### src/rtl/mem_arbiter.sv
// mem_arbiter: shares one single-port synchronous memory between the cpu6502
// core and a single DMA requester. The CPU owns the port by default and is
// stalled through cpu_ready while the DMA requester holds it. CPU accesses to
// IO_ADDR are steered to the io port instead of memory. DMA accesses are never
// io-decoded.
module mem_arbiter #(
    parameter int unsigned CPU_SLICE = 8,
    parameter int unsigned DMA_BURST = 4,
    parameter logic [15:0] IO_ADDR   = 16'hbffc
) (
    input  logic        clk,
    input  logic        reset,
    input  logic [15:0] cpu_addr,
    input  logic        cpu_we,
    input  logic [7:0]  cpu_wdata,
    output logic        cpu_ready,
    output logic [7:0]  cpu_rdata,
    input  logic [7:0]  io_rdata,
    output logic        io_we,
    input  logic        dma_req,
    input  logic [15:0] dma_addr,
    input  logic        dma_we,
    input  logic [7:0]  dma_wdata,
    output logic        dma_ack,
    output logic [7:0]  dma_rdata,
    output logic        dma_rvalid,
    output logic [15:0] mem_addr,
    output logic        mem_we,
    output logic [7:0]  mem_wdata,
    input  logic [7:0]  mem_rdata
);

    // Counter widths sized so the terminal count (N-1) always fits, minimum one bit.
    localparam int unsigned RUN_W   = (CPU_SLICE > 1) ? $clog2(CPU_SLICE) : 1;
    localparam int unsigned BURST_W = (DMA_BURST > 1) ? $clog2(DMA_BURST) : 1;

    localparam logic [RUN_W-1:0]   RUN_LAST   = RUN_W'(CPU_SLICE - 1);
    localparam logic [RUN_W-1:0]   RUN_ONE    = RUN_W'(1);
    localparam logic [RUN_W-1:0]   RUN_ZERO   = RUN_W'(0);
    localparam logic [BURST_W-1:0] BURST_LAST = BURST_W'(DMA_BURST - 1);
    localparam logic [BURST_W-1:0] BURST_ONE  = BURST_W'(1);
    localparam logic [BURST_W-1:0] BURST_ZERO = BURST_W'(0);

    typedef enum logic {
        ST_CPU = 1'b0,
        ST_DMA = 1'b1
    } state_t;

    state_t             state_r;
    logic [RUN_W-1:0]   run_cnt_r;
    logic [BURST_W-1:0] burst_cnt_r;
    logic               dma_rvalid_r;
    logic               rd_io_r;

    logic               io_hit_s;
    logic               dma_ack_s;

    assign io_hit_s  = (cpu_addr == IO_ADDR);
    // A DMA access is taken on any cycle the port is owned by DMA and a request is pending.
    assign dma_ack_s = (state_r == ST_DMA) && dma_req;

    // Port owner FSM: slice/burst counters, DMA read-valid pulse and io read steering flag.
    always_ff @(posedge clk or negedge reset) begin
        if (!reset) begin
            state_r      <= ST_CPU;
            run_cnt_r    <= RUN_ZERO;
            burst_cnt_r  <= BURST_ZERO;
            dma_rvalid_r <= 1'b0;
            rd_io_r      <= 1'b0;
        end else begin
            dma_rvalid_r <= dma_ack_s && !dma_we;
            rd_io_r      <= (state_r == ST_CPU) && io_hit_s;
            case (state_r)
                ST_CPU: begin
                    if (dma_req) begin
                        if (run_cnt_r == RUN_LAST) begin
                            state_r   <= ST_DMA;
                            run_cnt_r <= RUN_ZERO;
                        end else begin
                            run_cnt_r <= run_cnt_r + RUN_ONE;
                        end
                    end else begin
                        run_cnt_r <= RUN_ZERO;
                    end
                end
                ST_DMA: begin
                    if (!dma_req) begin
                        // Requester withdrew (or never showed up): hand the port back.
                        state_r     <= ST_CPU;
                        burst_cnt_r <= BURST_ZERO;
                    end else if (burst_cnt_r == BURST_LAST) begin
                        state_r     <= ST_CPU;
                        burst_cnt_r <= BURST_ZERO;
                    end else begin
                        burst_cnt_r <= burst_cnt_r + BURST_ONE;
                    end
                end
                default: begin
                    state_r     <= ST_CPU;
                    run_cnt_r   <= RUN_ZERO;
                    burst_cnt_r <= BURST_ZERO;
                end
            endcase
        end
    end

    // Memory/io port steering by current owner, plus read data return paths.
    always_comb begin
        mem_addr   = cpu_addr;
        mem_wdata  = cpu_wdata;
        mem_we     = 1'b0;
        io_we      = 1'b0;
        dma_ack    = 1'b0;
        cpu_ready  = 1'b1;
        if (state_r == ST_DMA) begin
            mem_addr  = dma_addr;
            mem_wdata = dma_wdata;
            mem_we    = dma_ack_s && dma_we;
            io_we     = 1'b0;
            dma_ack   = dma_ack_s;
            cpu_ready = 1'b0;
        end else begin
            mem_addr  = cpu_addr;
            mem_wdata = cpu_wdata;
            mem_we    = cpu_we && !io_hit_s;
            io_we     = cpu_we && io_hit_s;
            dma_ack   = 1'b0;
            cpu_ready = 1'b1;
        end
        cpu_rdata  = rd_io_r ? io_rdata : mem_rdata;
        dma_rdata  = mem_rdata;
        dma_rvalid = dma_rvalid_r;
    end

endmodule
### config.mk
export PLATFORM = sky130hd
export DESIGN_NAME = mem_arbiter
export DESIGN_NICKNAME = d
export VERILOG_FILES = /design/src/rtl/mem_arbiter.sv
export SDC_FILE = /design/constraint.sdc
export NUM_CORES = 1
export LEC_CHECK = 0
export BUFFER_PORTS_ARGS = -buffer_cell sky130_fd_sc_hd__buf_2
export CAP_MARGIN = 20
export CORE_ASPECT_RATIO = 0.6
export CORE_UTILIZATION = 28
export DETAILED_ROUTE_END_ITERATION = 6
export HOLD_SLACK_MARGIN = 0.1
export PLACE_DENSITY = 0.74
export SLEW_MARGIN = 20
export SYNTH_ARGS = -nofsm -noshare
export SYNTH_HDL_FRONTEND = slang
export SYNTH_SLANG_ARGS = --single-unit
### constraint.sdc
create_clock -name clk -period 1.3 [get_ports clk]
set_clock_uncertainty 0.2 [all_clocks]
set_input_delay 0.13 -clock clk [delete_from_list [all_inputs] [get_ports clk]]
set_output_delay 0.13 -clock clk [all_outputs]
set_load 0.1 [all_outputs]
## Word-level counts from Yosys, hierarchy flattened

Cells that the tools add are included.

- Input bits: 69
- Flip-flop bits (word level): 8
- Output and inout port bits: 45
- Word-level logic and storage cells: 35

- Equal/unequal tests: 3
- Add/subtract/negate cells: 2
- Mux-type cells: 16
- Reductions and logical operators: 8
- Bitwise gates (word level): 1

Operator list:

| operator | count |
|---|---|
| == test 16 bit (second input constant) | 1 |
| two-way mux 16 bit | 1 |
| two-way mux 8 bit | 2 |
| two-way mux 1 bit | 8 |
| logical AND 1 bit | 6 |
| two-way mux 3 bit | 2 |
| two-way mux 2 bit | 2 |
| adder 3 x 1 -> 3 bit (second input constant) | 1 |
| == test 3 bit (second input constant) | 1 |
| adder 2 x 1 -> 2 bit (second input constant) | 1 |
| == test 2 bit (second input constant) | 1 |
| zero test 1 bit | 2 |
| case mux 1 bit (2 select lines) | 1 |
| NOT 1 bit | 1 |

## Longest topological paths before layout

Gate-level depths: netlist (run 1).

- Word-level depth: 4
- Gate-level depth with buffers: 4
- Gate-level depth less buffers: 4

## Worst setup path before layout (run 1)

No wires, ideal clock.

- Path type: input to output
- From: input port cpu_addr[14]
- To: output port io_we
- Arrival time: 2.191 ns
- Path buffers: 0
- Cell stages on the path: 3
- Setup slack: -1.221 ns
- Data required time: 0.970 ns
- Cells stage by stage: nand4bb_1 > or4_4 > nor2b_1

- Longest elaborated chain between the ends: 3

Ends and longest elaborated chain:

| what | line | source |
|---|---|---|
| start, declared | 13 | `input logic [15:0] cpu_addr,` |
| == test 16 bit | 58 | `assign io_hit_s = (cpu_addr == IO_ADDR);` |
| logical AND 1 bit | 126 | `io_we = cpu_we && io_hit_s;` |
| two-way mux 1 bit | 115 | `if (state_r == ST_DMA) begin` |
| end, declared | 19 | `output logic io_we,` |

Every way passes these cells.

## Worst setup path after layout (run 1)

- From: register state_r
- To: output port mem_addr[0]

- Longest elaborated chain between the ends: 1

Ends and longest elaborated chain:

| what | line | source |
|---|---|---|
| start, declared | 49 | `state_t state_r;` |
| start signal, assigned | 65 | `state_r <= ST_CPU;` |
| start signal, assigned | 77 | `state_r <= ST_DMA;` |
| start signal, assigned | 89 | `state_r <= ST_CPU;` |
| two-way mux 16 bit | 115 |  |
| end, declared | 27 | `output logic [15:0] mem_addr,` |

Every way passes these cells.

==> results of run 1 <==
==> how the worst max path moves through the flow <==
stage	endpoint	slack, ns	start
floorplan	mem_we	-0.56	state_r$_DFF_PN0_
global placement	mem_we	-0.42	cpu_addr[14]
detailed placement	mem_we	-0.47	cpu_addr[14]
CTS	mem_addr[15]	-0.49	state_r$_DFF_PN0_
global route	mem_addr[0]	-0.54	state_r$_DFF_PN0_
finish	mem_addr[0]	-0.52	state_r$_DFF_PN0_
==> layer usage <==
metal,GRT usage,share of wire,wire length (um)
met1,0.331,0.31,2000
met2,0.720,0.54,3420
met3,0.103,0.070,447
met4,0.325,0.077,486
met5,0,0,0
==> layout by cell type, fill, tap and decap left out, types with 2 or more instances in the layout <==
cell / instances
sky130_fd_sc_hd__buf_12: 39
sky130_fd_sc_hd__buf_6: 13
sky130_fd_sc_hd__nand4_1: 2
sky130_fd_sc_hd__clkinvlp_4: 2
sky130_fd_sc_hd__dlygate4sd3_1: 4
sky130_fd_sc_hd__a22o_1: 3
sky130_fd_sc_hd__mux2_4: 32
sky130_fd_sc_hd__clkbuf_8: 3
sky130_fd_sc_hd__dfrtp_2: 2
sky130_fd_sc_hd__dfrtp_1: 6
sky130_fd_sc_hd__nor2b_1: 2
sky130_fd_sc_hd__buf_4: 8
sky130_fd_sc_hd__ha_2: 2
sky130_fd_sc_hd__a21o_1: 2
sky130_fd_sc_hd__buf_2: 73
==> critical path, cell delays in order, from the launching register on <==
cell,delay (ns)
sky130_fd_sc_hd__dfrtp_2,0.55
sky130_fd_sc_hd__buf_6,0.20
sky130_fd_sc_hd__mux2_4,0.33
sky130_fd_sc_hd__buf_12,0.17
==> per-stage QoR <==
step | hold slack, ns | total power, mW | util | setup slack (ns) | std cells
3_5_place_dp | -0.212 | 1.35 | 0.817 | -0.471 | 230
3_3_place_gp | -0.227 | 1.32 | 0.817 | -0.420 | 230
4_1_cts | 0.111 | 1.71 | 0.882 | -0.493 | 243
5_1_grt | 0.160 | 1.79 | 0.914 | -0.544 | 248
6_report | 0.138 | 1.75 | 0.914 | -0.525 | 248
2_1_floorplan | -0.366 | 0.953 | - | -0.558 | 79
==> registers in the layout (all words and copies together), names as in the netlist <==
| signal | cells |
|---|---|
| dma_rvalid | 1 |
| run_cnt_r | 3 |
| burst_cnt_r | 2 |
| rd_io_r | 1 |
| state_r | 1 |
==> synth_stat cells (all sizes together) <==
cell     count
dfrtp        8
clkbuf       2
nand4        2
a22o         4
a21o         2
nor4b        1
nor3         1
o211a        1
ha           3
nand4b       1
buf         11
inv          2
nor2         2
or4          1
nand4bb      1
nor2b        3
nand2        2
mux2        32
==> where the power goes <==
part           internal (mW)  switching, mW  leakage (nW)  total (mW)
clock network          0.214          0.114        0.0228       0.328
registers              0.265         0.0152         0.106       0.280
logic                  0.429          0.711          1.13        1.14
total                  0.908          0.840          1.25        1.75
==> repair_timing <==
item,in CTS,in global routing
pin swaps,5,4
endpoints found under the hold margin,10,0
resized for setup,9,12
hold buffers,4,0
buffers inserted,5,6
endpoints found under the setup margin,41,45
==> cell families after synthesis <==
kind of cell	count (synthesis)	synth area share
fa+ha+maj	3	0.0447
mux	32	0.429
flops	8	0.238
compound gates	7	0.0715
buf+inv	15	0.107
simple gates	14	0.109
==> area by class of cell <==
cell class / instances / area share
sequential: 8 / 0.0833
clock buffer: 4 / 0.0185
timing repair buffer: 138 / 0.575
inverter: 2 / 0.00617
multi-input combinational: 56 / 0.296
tap: 40 / 0.0206
==> impl_metrics.sql, run 1 <==
INSERT INTO impl_metrics (metric_group, metric, value, unit) VALUES
('final_layout', 'combined_area_of_the_multi_input_logic_cells', '721', 'um2'),
('synthesis', 'syn_inst_count', '79', ''),
('power', 'ir_drop', '0.000493', 'V'),
('worst_hold_path', 'hold_path_startpoint', 'cpu_addr[0]', ''),
('outcome', 'failed_checks', 'setup timing', ''),
('floorplan', 'initial_utilization', '0.315', ''),
('sta', 'setup_tns', '-17.29', 'ns'),
('sta', 'slew-limit-headroom', '0.660', ''),
('final_layout', 'antenna_fix_cells', '0', ''),
('clock_network', 'cts-root-to-sink-buffers', '2', ''),
('synthesis', 'yosysSeqAreaShare', '0.238', ''),
('place', 'gpl.final_weighted_congestion', '0.782', ''),
('setup_path', 'worst_setup_path_end_kind', 'output port', ''),
('synthesis', 'mappedNetlistArea', '840', 'um2'),
('sta', 'max_clock_freq', '0.548', 'GHz'),
('synthesis', 'syn_avg_cell_area', '10.6', 'um2'),
('sta', 'hold_vio_cnt_final', '0', ''),
('setup_path', 'path_max_fanout', '8', ''),
('worst_hold_path', 'worstHoldEndpoint', 'rd_io_r$_DFF_PN0_', ''),
('floorplan', 'die_height', '44.4', 'um'),
('worst_hold_path', 'min_delay_path_depth', '4', ''),
('floorplan', 'chip_width', '72.7', 'um'),
('setup_path', 'rrSetupSlack', '-0.27', 'ns'),
('synthesis', 'netlist.area_leader.share', '0.429', ''),
('synthesis', 'yosysWarnings', '0', ''),
('setup_path', 'ff2ff_path_depth', '5', ''),
('floorplan', 'floorplan.die_area', '0.00323', 'mm2'),
('setup_path', 'worstReg2RegEnd', 'burst_cnt_r[0]$_DFFE_PN0P_', ''),
('clock_network', 'cts_buffers', '3', ''),
('sta', 'layout_worst_path_cycle_share', '1.40', ''),
('sta', 'timing_max_transition_violations_final', '0', ''),
('routing', 'routed_via_count', '1397', ''),
('clock_network', 'tritoncts', 'done', ''),
('routing', 'detail_route.vias_per_cell', '5.63', ''),
('place', 'numPortBuffers', '113', ''),
('setup_path', 'endpoint_required_time_on_the_critical_path', '0.97', 'ns'),
('grt', 'first_pass_grt_wire_length', '8.28', 'mm'),
('sta', 'timing.final.crit_period', '1.82', 'ns'),
('clock_network', 'htree_num_levels', '1', ''),
('sta', 'setup_viol_count_final', '42', ''),
('run', 'max_capacitance_violation_total', '0', ''),
('routing', 'route.final.wire_length', '6.35', 'mm'),
('routing', 'drt_first_iter_violations', '64', ''),
('outcome', 'status', 'finished, violations left', ''),
('routing', 'first_pass_iters', '4', ''),
('floorplan', 'rows', '14', ''),
('grt', 'grt.overflow.total', '0', ''),
('clock_network', 'cts.root.buffer_cell', 'sky130_fd_sc_hd__clkbuf_8', ''),
('synthesis', 'netlist.top_cell.by_area', 'sky130_fd_sc_hd__mux2_2', ''),
('floorplan', 'core_region_area', '0.00266', 'mm2'),
('clock_network', 'clk_pin_slew_worst_paths', '0.04', 'ns'),
('final_layout', 'filler_cell_count', '98', ''),
('synthesis', 'ys_ff_latch', '8', ''),
('final_layout', 'nNetsFinal', '281', ''),
('grt', 'grt_max_degree', '9', ''),
('final_layout', 'seqCellArea', '203', 'um2'),
('sta', 'measured_slew_at_the_worst_slew_check_pin', '0.513', 'ns'),
('sta', 'grt_setup_unrepaired', 'true', ''),
('setup_path', 'critPathLaunchType', 'register', ''),
('setup_path', 'timing.critical_path.arrival', '1.49', 'ns'),
('power', 'leakage', '1.25', 'nW'),
('grt', 'groute.usage.overall', '0.373', ''),
('worst_hold_path', 'hp-class', 'in2reg', ''),
('floorplan', 'io_pins', '114', ''),
('final_layout', 'fin_area', '0.00243', 'mm2'),
('power', 'power_per_cell_area', '718', 'mW/mm2'),
('sta', 'finalWorstSetupSlack', '-0.525', 'ns'),
('routing', 'route.detailed.wl_per_inst', '25.6', 'um'),
('setup_path', 'r2r-start', 'state_r$_DFF_PN0_', ''),
('place', 'dpl_cell_area', '0.00217', 'mm2'),
('grt', 'via_count_of_the_first_global_routing_pass', '1419', ''),
('synthesis', 'synth_top_cells_by_area', 'sky130_fd_sc_hd__mux2_2 (43%), sky130_fd_sc_hd__dfrtp_1 (24%), sky130_fd_sc_hd__buf_4 (7.2%)', ''),
('final_layout', 'synthToLayoutAreaGrowth', '190', '%'),
('clock_network', 'clock-sinks', '8', ''),
('grt', 'initial_antenna_violation_count', '0', ''),
('routing', 'route.antenna.remaining_nets', '0', ''),
('routing', 'residual_drc_count', '0', ''),
('final_layout', 'share_of_cells_above_drive_strength_1', '0.870', ''),
('setup_path', 'worst-setup-path-type', 'reg2out', ''),
('synthesis', 'synth.distinct_cells', '19', ''),
('synthesis', 'post_synthesis_net_count', '151', ''),
('clock_network', 'clock_latency', '0.24', 'ns');
(Power assumes the default switching activity.)
==> inputs of run 2 (changes only) <==
- PLACE_DENSITY: 0.74 -> default
- PLACE_DENSITY_LB_ADDON: default -> 0.12
==> run 2 against run 1 <==
  * The flow still finishes with violations (setup timing)
  * Largest cell class unchanged
  * Global-route usage decreased by 12 points
  * Clock power increased by 1%
  * Die area unchanged
  * Routed wire length decreased by 32%
  * Sequential cell count unchanged
  * Combinational power about the same
  * Via count decreased by 16%
  * Sequential share of layout area decreased by 0.085 points
  * Critical path type unchanged
  * Utilization increased by 0.94 points
  * Register-to-register slack improved by 0.04 ns
  * Non-clock buffer count increased by 1
==> impl_metrics.sql, run 2 (synthesis results as in run 1) <==
INSERT INTO impl_metrics (metric_group, metric, value, unit) VALUES
('final_layout', 'synthToLayoutAreaGrowth', '193', '%'),
('sta', 'finalWorstSetupSlack', '-0.471', 'ns'),
('setup_path', 'cell_with_the_largest_stage_delay_on_the_worst_path', 'sky130_fd_sc_hd__dfrtp_2', ''),
('setup_path', 'critical_path.top_delay_family', 'flip-flops', ''),
('outcome', 'status', 'finished, violations left', ''),
('sta', 'slew-limit-headroom', '0.673', ''),
('sta', 'measured_slew_at_the_worst_slew_check_pin', '0.494', 'ns'),
('setup_path', 'timing.critical_path.arrival', '1.44', 'ns'),
('grt', 'initial_antenna_violation_count', '0', ''),
('sta', 'setup_tns', '-15.45', 'ns'),
('final_layout', 'share_of_cells_above_drive_strength_1', '0.876', ''),
('final_layout', 'fin_area', '0.00246', 'mm2'),
('sta', 'setup_viol_count_final', '42', ''),
('clock_network', 'clock-sinks', '8', ''),
('sta', 'max_clock_freq', '0.565', 'GHz'),
('place', 'pre_cts_slack', '-0.446', 'ns'),
('setup_path', 'max_stage_delay', '0.51', 'ns'),
('setup_path', 'setup.worst_path.start', 'state_r$_DFF_PN0_', ''),
('grt', 'via_count_of_the_first_global_routing_pass', '1287', ''),
('clock_network', 'cts-root-to-sink-buffers', '2', ''),
('routing', 'route.final.wire_length', '4.34', 'mm'),
('final_layout', 'largest_register_ff_count', '3', ''),
('clock_network', 'cts.root.buffer_cell', 'sky130_fd_sc_hd__clkbuf_8', ''),
('setup_path', 'r2r-start', 'state_r$_DFF_PN0_', ''),
('sta', 'timing.final.crit_period', '1.77', 'ns'),
('place', 'detailed_place_hpwl', '3.10', 'mm'),
('floorplan', 'io_pins', '114', ''),
('outcome', 'failed_checks', 'setup timing', ''),
('grt', 'first_pass_grt_wire_length', '5.95', 'mm'),
('clock_network', 'clock_latency', '0.24', 'ns'),
('setup_path', 'worst-setup-path-type', 'reg2out', ''),
('routing', 'residual_drc_count', '0', ''),
('routing', 'route.detailed.wl_per_inst', '17.4', 'um'),
('grt', 'grt.overflow.total', '0', ''),
('floorplan', 'floorplan.die_area', '0.00323', 'mm2'),
('sta', 'timing_max_transition_violations_final', '0', ''),
('place', 'numPortBuffers', '113', ''),
('power', 'ir_drop', '0.000609', 'V'),
('clock_network', 'tritoncts', 'done', ''),
('routing', 'drt_first_iter_violations', '27', ''),
('sta', 'timing.hold.ws', '0.0916', 'ns'),
('final_layout', 'most_frequent_standard_cell_in_the_layout_excluding_fill_and_tap_cells', 'sky130_fd_sc_hd__buf_2', ''),
('grt', 'grt_max_degree', '13', ''),
('power', 'total_power', '1.72', 'mW'),
('setup_path', 'critPathLaunchType', 'register', ''),
('place', 'dpl_cell_area', '0.00222', 'mm2'),
('final_layout', 'final_cell_count_no_fill', '249', ''),
('final_layout', 'most-common-layout-cells', 'sky130_fd_sc_hd__buf_2 (75), sky130_fd_sc_hd__buf_12 (40), sky130_fd_sc_hd__mux2_4 (32)', ''),
('run', 'max_capacitance_violation_total', '0', ''),
('place', 'placedCellCount', '234', ''),
('setup_path', 'path_common_cell', 'sky130_fd_sc_hd__buf_12', ''),
('final_layout', 'antenna_fix_cells', '0', ''),
('routing', 'first_pass_iters', '4', ''),
('sta', 'grt_setup_unrepaired', 'true', ''),
('floorplan', 'core_region_area', '0.00266', 'mm2'),
('routing', 'detail_route.vias_per_cell', '4.70', ''),
('setup_path', 'cells_along_the_critical_path', 'buf_12, mux2_4, buf_12', ''),
('place', 'gpl.final_weighted_congestion', '0.796', ''),
('floorplan', 'chip_width', '72.7', 'um'),
('setup_path', 'path_max_fanout', '12', ''),
('final_layout', 'reg_top3', 'run_cnt_r (3), burst_cnt_r (2)', ''),
('floorplan', 'rows', '14', ''),
('routing', 'routed_via_count', '1170', ''),
('routing', 'route.antenna.remaining_nets', '0', ''),
('worst_hold_path', 'hold_path_startpoint', 'cpu_addr[12]', ''),
('setup_path', 'endpoint_required_time_on_the_critical_path', '0.97', 'ns'),
('floorplan', 'initial_utilization', '0.315', ''),
('clock_network', 'cts_buffers', '3', ''),
('grt', 'groute.usage.overall', '0.252', ''),
('power', 'power_per_cell_area', '701', 'mW/mm2'),
('setup_path', 'worst_setup_path_end_kind', 'output port', ''),
('clock_network', 'clk_pin_slew_worst_paths', '0.05', 'ns'),
('sta', 'hold_vio_cnt_final', '0', ''),
('final_layout', 'nNetsFinal', '282', ''),
('worst_hold_path', 'hp-class', 'in2reg', ''),
('power', 'leakage', '1.26', 'nW'),
('floorplan', 'die_height', '44.4', 'um'),
('final_layout', 'regMostFlops', 'run_cnt_r', ''),
('clock_network', 'htree_num_levels', '1', ''),
('setup_path', 'worstPathBufferInverterCount', '2', ''),
('setup_path', 'rrSetupSlack', '-0.23', 'ns'),
('sta', 'layout_worst_path_cycle_share', '1.36', ''),
('final_layout', 'final_core_utilization', '0.923', '');
==> run 2: changes by cell type in the layout (fill, tap and decap cells not counted), sizes merged <==
cell / previous run / this run
buf: 133 / 135
clkbuf: 5 / 4
==> run 2: report_power, final <==
part           switching, mW  internal [mW]
logic                  0.677          0.433
registers             0.0159          0.265
clock network          0.118          0.214
total                  0.811          0.912
==> run 2: path summary, 6_finish.rpt <==
path / end / cells past startpoint
max: mem_addr[8] / 3
min: rd_io_r$_DFF_PN0_ / 4
max reg2reg: run_cnt_r[0]$_DFFE_PN0N_ / 5
min reg2reg: run_cnt_r[1]$_DFFE_PN0N_ / 1
max in group asynchronous: rd_io_r$_DFF_PN0_ / 3
min in group asynchronous: run_cnt_r[0]$_DFFE_PN0N_ / 3
==> run 2: area by class of cell <==
cell class | count | area (um2)
Multi-Input combinational cell | 56 | 742
Timing Repair Buffer | 139 | 1400
Clock buffer | 4 | 45.0
Sequential cell | 8 | 203
Fill cell | 100 | 204
Tap cell | 40 | 50.0
Inverter | 2 | 15.0
==> run 2: what timing repair did <==
item,4_1_cts,5_1_grt
hold buffers,3,1
gates resized for setup,12,9
buffers inserted,3,5
hold endpoints to repair,11,2
pin swaps,1,3
endpoints found under the setup margin,41,42
==> run 2: layer usage <==
metal  track usage  share of wire  vias to the layer above
met4         0.114          0.032                        0
li1              -              -                      548
met1         0.242           0.35                      538
met5             0              0                        -
met2         0.492           0.54                       68
met3        0.0911          0.076                       16
==> run 2: worst reg2reg max path, stage by stage, from the launching register on <==
cell	delay [ns]
sky130_fd_sc_hd__dfrtp_2	0.50
sky130_fd_sc_hd__buf_6	0.18
sky130_fd_sc_hd__buf_4	0.13
sky130_fd_sc_hd__buf_6	0.11
sky130_fd_sc_hd__nor4b_4	0.22
sky130_fd_sc_hd__a21o_1	0.12
